<file path="src/rtl/dispatch_pkg.sv">
// ----------------------------------------------------------------------------
// dispatch_pkg
// Shared definitions for the dispatch stage: instruction classes, issue-queue
// indices, MIPS opcode/funct encodings, ALU opcodes and the dispatch FSM
// states.
// ----------------------------------------------------------------------------
package dispatch_pkg;

    typedef enum logic [2:0] {
        CLS_NOP  = 3'd0,
        CLS_INT  = 3'd1,
        CLS_LDST = 3'd2,
        CLS_MUL  = 3'd3,
        CLS_JMP  = 3'd4
    } instr_class_t;

    typedef enum logic {
        ST_RUN   = 1'b0,
        ST_REDIR = 1'b1
    } dispatch_state_t;

    // Issue queue indices
    localparam int unsigned Q_INT  = 0;
    localparam int unsigned Q_LDST = 1;
    localparam int unsigned Q_MUL  = 2;

    // Primary opcodes (instr[31:26])
    localparam logic [5:0] OP_RTYPE = 6'h00;
    localparam logic [5:0] OP_J     = 6'h02;
    localparam logic [5:0] OP_BEQ   = 6'h04;
    localparam logic [5:0] OP_BNE   = 6'h05;
    localparam logic [5:0] OP_ADDI  = 6'h08;
    localparam logic [5:0] OP_SLTI  = 6'h0A;
    localparam logic [5:0] OP_ANDI  = 6'h0C;
    localparam logic [5:0] OP_ORI   = 6'h0D;
    localparam logic [5:0] OP_LW    = 6'h23;
    localparam logic [5:0] OP_SW    = 6'h2B;

    // R-type funct codes (instr[5:0])
    localparam logic [5:0] FN_SLL  = 6'h00;
    localparam logic [5:0] FN_SRL  = 6'h02;
    localparam logic [5:0] FN_MULT = 6'h18;
    localparam logic [5:0] FN_ADD  = 6'h20;
    localparam logic [5:0] FN_SUB  = 6'h22;
    localparam logic [5:0] FN_AND  = 6'h24;
    localparam logic [5:0] FN_OR   = 6'h25;
    localparam logic [5:0] FN_SLT  = 6'h2A;

    // ALU opcodes carried to the issue queues
    localparam logic [3:0] ALU_ADD = 4'd0;
    localparam logic [3:0] ALU_SUB = 4'd1;
    localparam logic [3:0] ALU_AND = 4'd2;
    localparam logic [3:0] ALU_OR  = 4'd3;
    localparam logic [3:0] ALU_SLT = 4'd4;
    localparam logic [3:0] ALU_SLL = 4'd5;
    localparam logic [3:0] ALU_SRL = 4'd6;
    localparam logic [3:0] ALU_BEQ = 4'd8;
    localparam logic [3:0] ALU_BNE = 4'd9;

endpackage

</file>
<file path="src/rtl/dispatch_decode.sv">
// ----------------------------------------------------------------------------
// dispatch_decode
// Purely combinational decode of the staged instruction word.
//   instr    in  32  instruction word
//   cls      out     instruction class (INT/LDST/MUL/JMP/NOP)
//   opcode   out  4  ALU opcode
//   shfamt   out  5  shift amount (instr[10:6])
//   imm      out 16  immediate (instr[15:0])
//   rd_reg   out  5  destination register (0 when nothing is written)
//   rd_write out  1  destination register is written
//   store    out  1  1 = SW, 0 otherwise
// ----------------------------------------------------------------------------
module dispatch_decode
    import dispatch_pkg::*;
(
    input  logic [31:0]  instr,
    output instr_class_t cls,
    output logic [3:0]   opcode,
    output logic [4:0]   shfamt,
    output logic [15:0]  imm,
    output logic [4:0]   rd_reg,
    output logic         rd_write,
    output logic         store
);

    always_comb begin
        cls      = CLS_NOP;
        opcode   = ALU_ADD;
        shfamt   = instr[10:6];
        imm      = instr[15:0];
        rd_reg   = '0;
        rd_write = 1'b0;
        store    = 1'b0;

        // The all-zero word would otherwise decode as sll r0,r0,0.
        if (instr != '0) begin
            case (instr[31:26])
                OP_RTYPE: begin
                    case (instr[5:0])
                        FN_ADD:  begin cls = CLS_INT; opcode = ALU_ADD; end
                        FN_SUB:  begin cls = CLS_INT; opcode = ALU_SUB; end
                        FN_AND:  begin cls = CLS_INT; opcode = ALU_AND; end
                        FN_OR:   begin cls = CLS_INT; opcode = ALU_OR;  end
                        FN_SLT:  begin cls = CLS_INT; opcode = ALU_SLT; end
                        FN_SLL:  begin cls = CLS_INT; opcode = ALU_SLL; end
                        FN_SRL:  begin cls = CLS_INT; opcode = ALU_SRL; end
                        FN_MULT: cls = CLS_MUL;
                        default: ;
                    endcase
                    if (cls == CLS_INT) begin
                        rd_reg   = instr[15:11];
                        rd_write = 1'b1;
                    end
                end
                OP_ADDI: begin cls = CLS_INT; opcode = ALU_ADD; rd_reg = instr[20:16]; rd_write = 1'b1; end
                OP_ANDI: begin cls = CLS_INT; opcode = ALU_AND; rd_reg = instr[20:16]; rd_write = 1'b1; end
                OP_ORI:  begin cls = CLS_INT; opcode = ALU_OR;  rd_reg = instr[20:16]; rd_write = 1'b1; end
                OP_SLTI: begin cls = CLS_INT; opcode = ALU_SLT; rd_reg = instr[20:16]; rd_write = 1'b1; end
                OP_LW:   begin cls = CLS_LDST; rd_reg = instr[20:16]; rd_write = 1'b1; end
                OP_SW:   begin cls = CLS_LDST; store = 1'b1; end
                OP_BEQ:  begin cls = CLS_INT; opcode = ALU_BEQ; end
                OP_BNE:  begin cls = CLS_INT; opcode = ALU_BNE; end
                OP_J:    cls = CLS_JMP;
                default: ;
            endcase
        end
    end

endmodule

</file>
<file path="src/rtl/dispatch_ctrl.sv">
// ----------------------------------------------------------------------------
// dispatch_ctrl
// Single-entry dispatch stage between the IFQ and NUM_Q issue queues. An
// instruction is held intact until its target queue slot, a ROB tag and a ROB
// entry are all free; J and NOP retire locally. A retire-side flush empties
// the stage. Saturating counters track stall cycles and dispatches.
// Ports:
//   clock/reset                     clock, async active-high reset
//   ifq_*/dispatch_ren              IFQ head and pop
//   dispatch_jmp/_addr              one-cycle redirect for J
//   flush                           ROB flush
//   q_full/dispatch_en              per-queue full flags / one-hot write
//   dispatch_opcode/shfamt/imm/store decoded payload
//   rs_*/rt_* , dispatch_rs_*/rt_*  register-status lookup and forwarding
//   tag_avail/tag_in/tag_take       ROB tag FIFO
//   rob_*/dispatch_rd_tag           ROB allocation
//   stall_cnt/disp_cnt              performance counters
// ----------------------------------------------------------------------------
module dispatch_ctrl
    import dispatch_pkg::*;
#(
    parameter int unsigned DATA_W = 32,
    parameter int unsigned PC_W   = 32,
    parameter int unsigned TAG_W  = 5,
    parameter int unsigned NUM_Q  = 3,
    parameter int unsigned CNT_W  = 16
) (
    input  logic              clock,
    input  logic              reset,
    input  logic [31:0]       ifq_instr,
    input  logic [PC_W-1:0]   ifq_pc4,
    input  logic              ifq_empty,
    output logic              dispatch_ren,
    output logic              dispatch_jmp,
    output logic [PC_W-1:0]   dispatch_jmp_addr,
    input  logic              flush,
    input  logic [NUM_Q-1:0]  q_full,
    output logic [NUM_Q-1:0]  dispatch_en,
    output logic [3:0]        dispatch_opcode,
    output logic [4:0]        dispatch_shfamt,
    output logic [15:0]       dispatch_imm,
    output logic              dispatch_store,
    output logic [4:0]        rs_addr,
    output logic [4:0]        rt_addr,
    input  logic [DATA_W-1:0] rs_data,
    input  logic              rs_valid,
    input  logic [TAG_W-1:0]  rs_tag,
    input  logic [DATA_W-1:0] rt_data,
    input  logic              rt_valid,
    input  logic [TAG_W-1:0]  rt_tag,
    output logic [DATA_W-1:0] dispatch_rs_data,
    output logic              dispatch_rs_valid,
    output logic [TAG_W-1:0]  dispatch_rs_tag,
    output logic [DATA_W-1:0] dispatch_rt_data,
    output logic              dispatch_rt_valid,
    output logic [TAG_W-1:0]  dispatch_rt_tag,
    input  logic              tag_avail,
    input  logic [TAG_W-1:0]  tag_in,
    output logic              tag_take,
    input  logic              rob_full,
    output logic              rob_alloc,
    output logic [4:0]        rob_rd_reg,
    output logic              rob_rd_write,
    output logic [PC_W-1:0]   rob_pc,
    output logic [TAG_W-1:0]  dispatch_rd_tag,
    output logic [CNT_W-1:0]  stall_cnt,
    output logic [CNT_W-1:0]  disp_cnt
);

    dispatch_state_t state_q, state_d;
    logic              stage_valid_q, stage_valid_d;
    logic [31:0]       stage_instr_q, stage_instr_d;
    logic [PC_W-1:0]   stage_pc4_q,   stage_pc4_d;
    logic [CNT_W-1:0]  stall_cnt_q,   stall_cnt_d;
    logic [CNT_W-1:0]  disp_cnt_q,    disp_cnt_d;

    instr_class_t      dec_cls;
    logic              need;
    logic [NUM_Q-1:0]  target_oh;
    logic              fire;
    logic              jmp_now;
    logic              stage_free;
    logic              ren;
    logic              stall;

    dispatch_decode u_decode (
        .instr    (stage_instr_q),
        .cls      (dec_cls),
        .opcode   (dispatch_opcode),
        .shfamt   (dispatch_shfamt),
        .imm      (dispatch_imm),
        .rd_reg   (rob_rd_reg),
        .rd_write (rob_rd_write),
        .store    (dispatch_store)
    );

    always_comb begin
        target_oh = '0;
        need      = 1'b0;
        case (dec_cls)
            CLS_INT:  begin target_oh[Q_INT]  = 1'b1; need = 1'b1; end
            CLS_LDST: begin target_oh[Q_LDST] = 1'b1; need = 1'b1; end
            CLS_MUL:  begin target_oh[Q_MUL]  = 1'b1; need = 1'b1; end
            default:  ;
        endcase

        fire       = stage_valid_q & need & ~|(q_full & target_oh) & tag_avail & ~rob_full & ~flush;
        jmp_now    = stage_valid_q & (dec_cls == CLS_JMP);
        stage_free = ~stage_valid_q | fire | (stage_valid_q & ~need);
        // Reset gating keeps the IFQ pop low while reset is held, so no
        // handshake leaks out before the stage is usable again.
        ren        = ~reset & ~ifq_empty & stage_free & (state_q == ST_RUN) & ~flush & ~jmp_now;
        stall      = stage_valid_q & need & ~fire & ~flush;

        stage_valid_d = stage_valid_q;
        stage_instr_d = stage_instr_q;
        stage_pc4_d   = stage_pc4_q;
        if (flush) begin
            stage_valid_d = 1'b0;
        end else if (ren) begin
            stage_valid_d = 1'b1;
            stage_instr_d = ifq_instr;
            stage_pc4_d   = ifq_pc4;
        end else if (stage_free) begin
            stage_valid_d = 1'b0;
        end

        state_d = state_q;
        case (state_q)
            ST_RUN:   if (jmp_now || flush) state_d = ST_REDIR;
            ST_REDIR: state_d = ST_RUN;
            default:  state_d = ST_RUN;
        endcase

        stall_cnt_d = stall_cnt_q;
        if (stall && (stall_cnt_q != '1)) stall_cnt_d = stall_cnt_q + CNT_W'(1);
        disp_cnt_d = disp_cnt_q;
        if (fire && (disp_cnt_q != '1)) disp_cnt_d = disp_cnt_q + CNT_W'(1);
    end

    always_ff @(posedge clock or posedge reset) begin
        if (reset) begin
            state_q       <= ST_RUN;
            stage_valid_q <= 1'b0;
            stage_instr_q <= '0;
            stage_pc4_q   <= '0;
            stall_cnt_q   <= '0;
            disp_cnt_q    <= '0;
        end else begin
            state_q       <= state_d;
            stage_valid_q <= stage_valid_d;
            stage_instr_q <= stage_instr_d;
            stage_pc4_q   <= stage_pc4_d;
            stall_cnt_q   <= stall_cnt_d;
            disp_cnt_q    <= disp_cnt_d;
        end
    end

    assign dispatch_ren      = ren;
    // A simultaneous flush carries the authoritative redirect.
    assign dispatch_jmp      = jmp_now & ~flush;
    assign dispatch_jmp_addr = {stage_pc4_q[PC_W-1:28], stage_instr_q[25:0], 2'b00};
    assign dispatch_en       = fire ? target_oh : '0;
    assign tag_take          = fire;
    assign rob_alloc         = fire;
    assign rob_pc            = stage_pc4_q;
    assign dispatch_rd_tag   = tag_in;
    assign rs_addr           = stage_instr_q[25:21];
    assign rt_addr           = stage_instr_q[20:16];
    assign dispatch_rs_data  = rs_data;
    assign dispatch_rs_valid = rs_valid;
    assign dispatch_rs_tag   = rs_tag;
    assign dispatch_rt_data  = rt_data;
    assign dispatch_rt_valid = rt_valid;
    assign dispatch_rt_tag   = rt_tag;
    assign stall_cnt         = stall_cnt_q;
    assign disp_cnt          = disp_cnt_q;

endmodule

</file>
<file path="config.mk">
export PLATFORM = sky130hd
export DESIGN_NAME = dispatch_ctrl
export DESIGN_NICKNAME = d
export VERILOG_FILES = /design/src/rtl/dispatch_pkg.sv /design/src/rtl/dispatch_decode.sv /design/src/rtl/dispatch_ctrl.sv
export SDC_FILE = /design/constraint.sdc
export NUM_CORES = 1
export LEC_CHECK = 0
export ABC_AREA = 0
export CORE_ASPECT_RATIO = 0.6
export CORE_MARGIN = 2
export CORE_UTILIZATION = 34
export CTS_CLUSTER_SIZE = 40
export DETAILED_ROUTE_END_ITERATION = 8
export HOLD_SLACK_MARGIN = 0.05
export PLACE_DENSITY = 0.79
export SLEW_MARGIN = 20
export SYNTH_ARGS = -nofsm -noshare
export SYNTH_HDL_FRONTEND = slang
export SYNTH_SLANG_ARGS = --single-unit
</file>
<file path="constraint.sdc">
create_clock -name clock -period 3.4 [get_ports clock]
set_input_delay 0.68 -clock clock [delete_from_list [all_inputs] [get_ports clock]]
set_output_delay 0.68 -clock clock [all_outputs]
set_load 0.05 [all_outputs]
</file>
Word level (Yosys, flattened, before mapping)
Cells that the tools add are included.
- memory bits (read-only): 0
- word-level logic and storage cells: 99
- memories kept: 0
- RAM bits: 0
- input port bits: 154
- bits in registers: 98
- bits in latches: 0
- order comparisons: 0
- shift-type cells: 0
- bitwise operators: 27
- equality and inequality tests: 23
- muxes and demuxes: 26
- multipliers: 0
- reduce and logical (&&, ||, !) cells: 15
- add/sub/neg operators: 2
- div/mod/pow operators: 0
- operators with widths (operator ; count):
    6-bit equality test, second input constant ; 7
    16-bit by 1-bit adder with 16-bit output, second input constant ; 2
    16-bit inequality test, second input constant ; 2
    32-bit nonzero test ; 1
    6-bit by 4-bit equality test with 1-bit output, second input constant ; 4
    4-bit case mux with 6 select lines ; 1
    3-bit case mux with 6 select lines ; 1
    1-bit bitwise AND ; 15
    6-bit by 2-bit equality test with 1-bit output, second input constant ; 2
    6-bit by 3-bit equality test with 1-bit output, second input constant ; 2
    6-bit zero test ; 2
    1-bit two-way mux ; 12
    3-bit two-way mux ; 4
    3-bit case mux with 4 select lines ; 1
    5-bit two-way mux ; 2
    5-bit case mux with 2 select lines ; 1
    1-bit NOT ; 9
    7-bit OR reduction ; 1
    3-bit by 1-bit equality test with 1-bit output, second input constant ; 2
    3-bit by 2-bit equality test with 1-bit output, second input constant ; 2
    6-bit by 5-bit equality test with 1-bit output, second input constant ; 1
    3-bit OR reduction ; 2
    6-bit OR reduction ; 1
    5-bit OR reduction ; 1
    12 further kinds ; 15

Logic depth before layout (Yosys ltp)
- word-level depth: 24
- depth in mapped cells: 10
- gate-level depth less buffers: 8

Hierarchy
From an unflattened synthesis, not the netlist that was laid out.
- cell total of the unflattened synthesis: 508
- area total of the unflattened synthesis: 5636.7 um2
- by module, submodules not included (module ; times used ; sequential area each (um2) ; cells an instance ; area an instance (um2)):
    dispatch_ctrl ; 1 ; 2452.4 ; 422 ; 5053.6
    dispatch_decode ; 1 ; 0.0 ; 86 ; 583.1

Worst setup path before layout
OpenSTA, ideal clock, no wires.
- kind: in2out
- start: input port flush
- end: output port dispatch_en[0]
- data arrival time: 4.020 ns
- cell stages on the path: 7
- slack: -1.300 ns
- path through: nor3b_1 o21ai_0 a21oi_1 nand2_1 clkbuf_1 nor2_1 nor4b_1
- longest elaborated chain between the ends: 3
- ends and longest elaborated chain (item ; RTL line ; source):
    start: declaration ; dispatch_ctrl.sv:36 ; input logic flush,
    1-bit NOT (no source line) ; -- ;
    1-bit bitwise AND ; dispatch_ctrl.sv:107 ; fire = stage_valid_q & need & ~|(q_full & target_oh) & tag_avail & ~rob_full & ~flush;
    via rob_alloc ; dispatch_ctrl.sv:61 ; output logic rob_alloc,
    3-bit two-way mux ; dispatch_ctrl.sv:163 ; assign dispatch_en = fire ? target_oh : '0;
    end: declaration ; dispatch_ctrl.sv:38 ; output logic [NUM_Q-1:0] dispatch_en,
The timed path passes the listed nets, and every way through them passes these cells.

Final worst setup path
- start: register stage_instr_q[2]
- end: output port dispatch_en[0]
- longest elaborated chain between the ends: 17
- elaborated cells between the ends (all ways): 32
- classes of those cells: eq/ne (10); mux (10); bitwise (6); reduce/logical (6)
- ends and longest elaborated chain (item ; RTL line ; source):
    start: declaration ; dispatch_ctrl.sv:72 ; logic [31:0] stage_instr_q, stage_instr_d;
    start signal: assignment ; dispatch_ctrl.sv:152 ; stage_instr_q <= stage_instr_d;
    6-bit equality test (tied with other cells) ; dispatch_decode.sv:39 ; case (instr[5:0])
    7-bit OR reduction (no source line) ; -- ;
    2-bit case mux with 2 select lines ; dispatch_decode.sv:39 ;
    3-bit two-way mux ; dispatch_decode.sv:37 ; case (instr[31:26])
    3-bit two-way mux ; dispatch_decode.sv:36 ; if (instr != '0) begin
    3-bit case mux with 4 select lines ; dispatch_decode.sv:37 ;
    3-bit two-way mux (*) ; dispatch_decode.sv:36 ;
    3-bit by 1-bit equality test with 1-bit output or 3-bit by 2-bit equality test with 1-bit output (tied branches) ; dispatch_ctrl.sv:100 ; case (dec_cls)
    1-bit two-way mux ; dispatch_ctrl.sv:100 ;
    3-bit bitwise AND ; dispatch_ctrl.sv:107 ;
    3-bit OR reduction ; dispatch_ctrl.sv:107 ;
    1-bit zero test ; dispatch_ctrl.sv:107 ;
    1-bit bitwise AND (4 in a row) ; dispatch_ctrl.sv:107 ;
    3-bit two-way mux (*) ; dispatch_ctrl.sv:163 ;
Mark *: on every way between the ends. The rest lies on a longest branch, timed or not. The select of a mux whose other input is x is not followed.

==> flow_metrics.py <==
metrics = {
    "finish": {
        "final_area_mm2": 0.00779,
        "drive_above_1_share": 0.226,
        "syn2layout_area_growth_pct": 31.8,
        "fin_cells": 858,
        "nets": 775,
        "n_antenna_cell": 0,
        "fillers": 1563,
    },
    "floorplanning": {
        "die_area_mm2": 0.0185,
        "num_rows": 37,
        "core_mm2": 0.0171,
        "die_x_um": 174,
        "ios": 380,
        "start_util": 0.346,
        "die_h_um": 106,
    },
    "synth": {
        "synth_area_leaders": "dfrtp_1, buf_4, mux2_4",
        "async_flop_share": 1.00,
        "avgSynthCellArea_um2": 11.2,
        "ys_seq_area_frac": 0.415,
        "synth_top_area_share": 0.415,
        "synth.distinct_cells": 48,
        "synth_top_flop_cell": "dfrtp_1",
        "yosys_warnings": 0,
        "synth_top_area_cell": "dfrtp_1",
        "synth-seq-cells": 98,
        "syn-instance-count": 528,
        "netlist_area_mm2": 0.00591,
        "synth_edf_count": 0,
    },
    "timing": {
        "setup_viol": 0,
        "tightest_slew_ns": 0.616,
        "period_share": 0.956,
        "fin_crit_ns": 3.25,
        "slew_headroom": 0.586,
        "rsz0062_at_grt": "false",
        "fmax_ghz": 0.308,
        "setup_ws_ns": 0.148,
        "skew_ns": 0.0109,
        "hold_viol_final": 0,
        "timing.hold.ws_ns": 0.446,
        "final_max_slew_viol_count": 0,
    },
    "hold_path": {
        "worst_hold_path_type": "reg -> reg",
    },
    "global_route": {
        "overflow": 0,
        "grt_usage": 0.165,
        "grt_antenna_before_repair": 0,
        "grt_pass1_vias": 4092,
        "grt_pass1_wl_mm": 23.5,
        "grt_max_degree": 52,
    },
    "routing": {
        "drtIter0Drc": 199,
        "routed_wl_mm": 15.4,
        "wl_per_cell_um": 18.0,
        "dr_total_vias": 4082,
        "firstDrtPassIters": 4,
        "drc": 0,
        "avgViaCountPerCell": 4.76,
        "ant_nets": 0,
    },
    "clock_tree": {
        "clockBufferDepth": 2,
        "cts_num_sinks": 98,
        "path_clk_slew_ns": 0.07,
        "cts_made_buffers": 9,
        "ctsRootBufferMaster": "clkbuf_16",
        "cts_tree": "built",
        "cts_hold_buf": 0,
        "cts_htree_levels": 3,
        "worst_skew_pair.late_latency_ns": 0.35,
    },
    "critical_path": {
        "crit_slowest_cell": "dfrtp_1",
        "crit_chain": "nor4_2 > and4_1 > nor2_1 > o21a_1 > nor2_2 > nor4b_4 > buf_12",
        "cp_max_fo": 7,
        "worstPathArrival_ns": 2.57,
        "startpoint_type": "register",
        "critical_path.top_delay_family": "simple AND/OR/NAND/NOR gates",
        "crit_required_ns": 2.72,
        "critPathMaxStageDelay_ns": 0.48,
        "worstSetupPathType": "reg -> out",
        "cp-end-kind": "output pin",
        "cp_num_buf_inv": 1,
    },
    "pwr": {
        "p_leak_nw": 3.30,
        "irDropWorstVdd_uv": 370,
        "finalPower_mw": 5.18,
        "power.density_mw_per_mm2": 665,
    },
    "placed_design": {
        "dp.cells": 839,
        "dp_slack_ns": 0.191,
        "hpwl_mm": 11.9,
        "place_area_mm2": 0.00744,
        "gp_congestion": 0.849,
        "io_buffer_count": 215,
    },
    "job": {
        "cap_viol_max_count": 0,
    },
    "status": {
        "status": "finished, final reports clean",
    },
}
cells in the mapped netlist (2+ instances only):
master,number
a21oi_1,8
nor3_1,9
nor2b_1,3
nand2b_1,2
nand2_1,18
and3_1,12
nand3_1,19
nand3b_1,2
buf_4,148
inv_1,6
mux2_4,40
a22o_1,5
nand4b_1,2
clkbuf_1,5
mux2_2,27
ha_1,2
nor3b_1,2
nor4_1,14
nand4_1,15
xor2_1,7
nor2_1,22
nor4_4,2
o21ai_0,3
a41oi_1,2
buf_2,3
xnor2_1,22
dfrtp_1,98
buf_12,4
and2_1,7
layer usage:
metal  wire length (um)  up-vias  GRT usage  part of all wire
met5                  0        -          0                 0
met4                109        0     0.0258            0.0071
met3               1850       15     0.0951              0.12
met2               6290      222      0.227              0.41
met1               7180     1992      0.225              0.47
li1                   -     1853          -                 -
final cells by class:
cell class / count / area, um^2 / area share
Tap cell: 234 / 293 / 0.0376
Timing Repair Buffer: 240 / 2470 / 0.317
Sequential cell: 98 / 2450 / 0.315
Inverter: 6 / 25.0 / 0.00321
Multi-Input combinational cell: 264 / 2250 / 0.288
Clock buffer: 9 / 225 / 0.0289
Clock inverter: 7 / 72.6 / 0.00932
stage by stage:
step / setup TNS [ns] / utilization
after global placement: 0 / 0.435
final: 0 / 0.456
after floorplan: -0.0753 / -
after global routing: 0 / 0.456
after CTS: 0 / 0.453
after detailed placement: 0 / 0.435
where the power goes:
group / leakage, nW / switching [mW] / internal [mW]
clock network: 0.143 / 0.513 / 0.521
logic: 1.93 / 1.55 / 0.956
registers: 1.23 / 0.258 / 1.38
total: 3.30 / 2.32 / 2.86
path summary, 6_finish.rpt:
kind                                      to  cells after the start               from  slack [ns]
setup / recovery              dispatch_en[0]                      7   stage_instr_q[2]        0.15
hold / removal                       state_q                      1            state_q        0.45
setup reg to reg            stage_instr_q[1]                      9  stage_instr_q[30]        0.52
hold reg to reg                      state_q                      1            state_q        0.45
max in group asynchronous  stage_instr_q[30]                      3              reset        2.02
min in group asynchronous            state_q                      2              reset        0.68
flip-flops by register name (all words and copies together) (netlist names):
register and cells:
stage_instr_q 32, stall_cnt 16, stage_valid_q 1, rob_pc 32
state_q 1, disp_cnt 16
kinds of logic (layout without fill, tap and decap cells):
family | after synthesis | after routing | share of synthesized area
buffers and inverters | 167 | 262 | 0.214
and+or+nand+nor | 135 | 135 | 0.131
DFF | 98 | 98 | 0.415
muxes | 67 | 67 | 0.153
AOI/OAI and AO/OA | 29 | 29 | 0.0396
xor gates and xnor gates | 29 | 29 | 0.0430
adders and majority gates | 2 | 2 | 0.00423
other | 1 | 2 | 0.000635
layout by cell type (no fill, tap or decap), types with 7 or more instances in the layout:
cell / instances
nor2_1: 21
clkdlybuf4s50_1: 199
a21oi_1: 8
mux2_2: 27
nand3_1: 18
xnor2_1: 22
and2_1: 7
xor2_1: 7
nand4_1: 15
clkbuf_16: 9
mux2_4: 40
nand2_1: 18
buf_4: 26
dfrtp_1: 96
nor4_1: 11
nor3_1: 9
buf_12: 13
and3_1: 12
repair_timing:
item                                   4_1_cts  5_1_grt
buffers inserted                             0        3
resized for setup                            1        8
setup endpoints to repair                    2        6
endpoints found under the hold margin        0        0
pin swaps                                    0        2
gates cloned                                 0        0
Note: power is estimated with default switching activity, not from simulation.
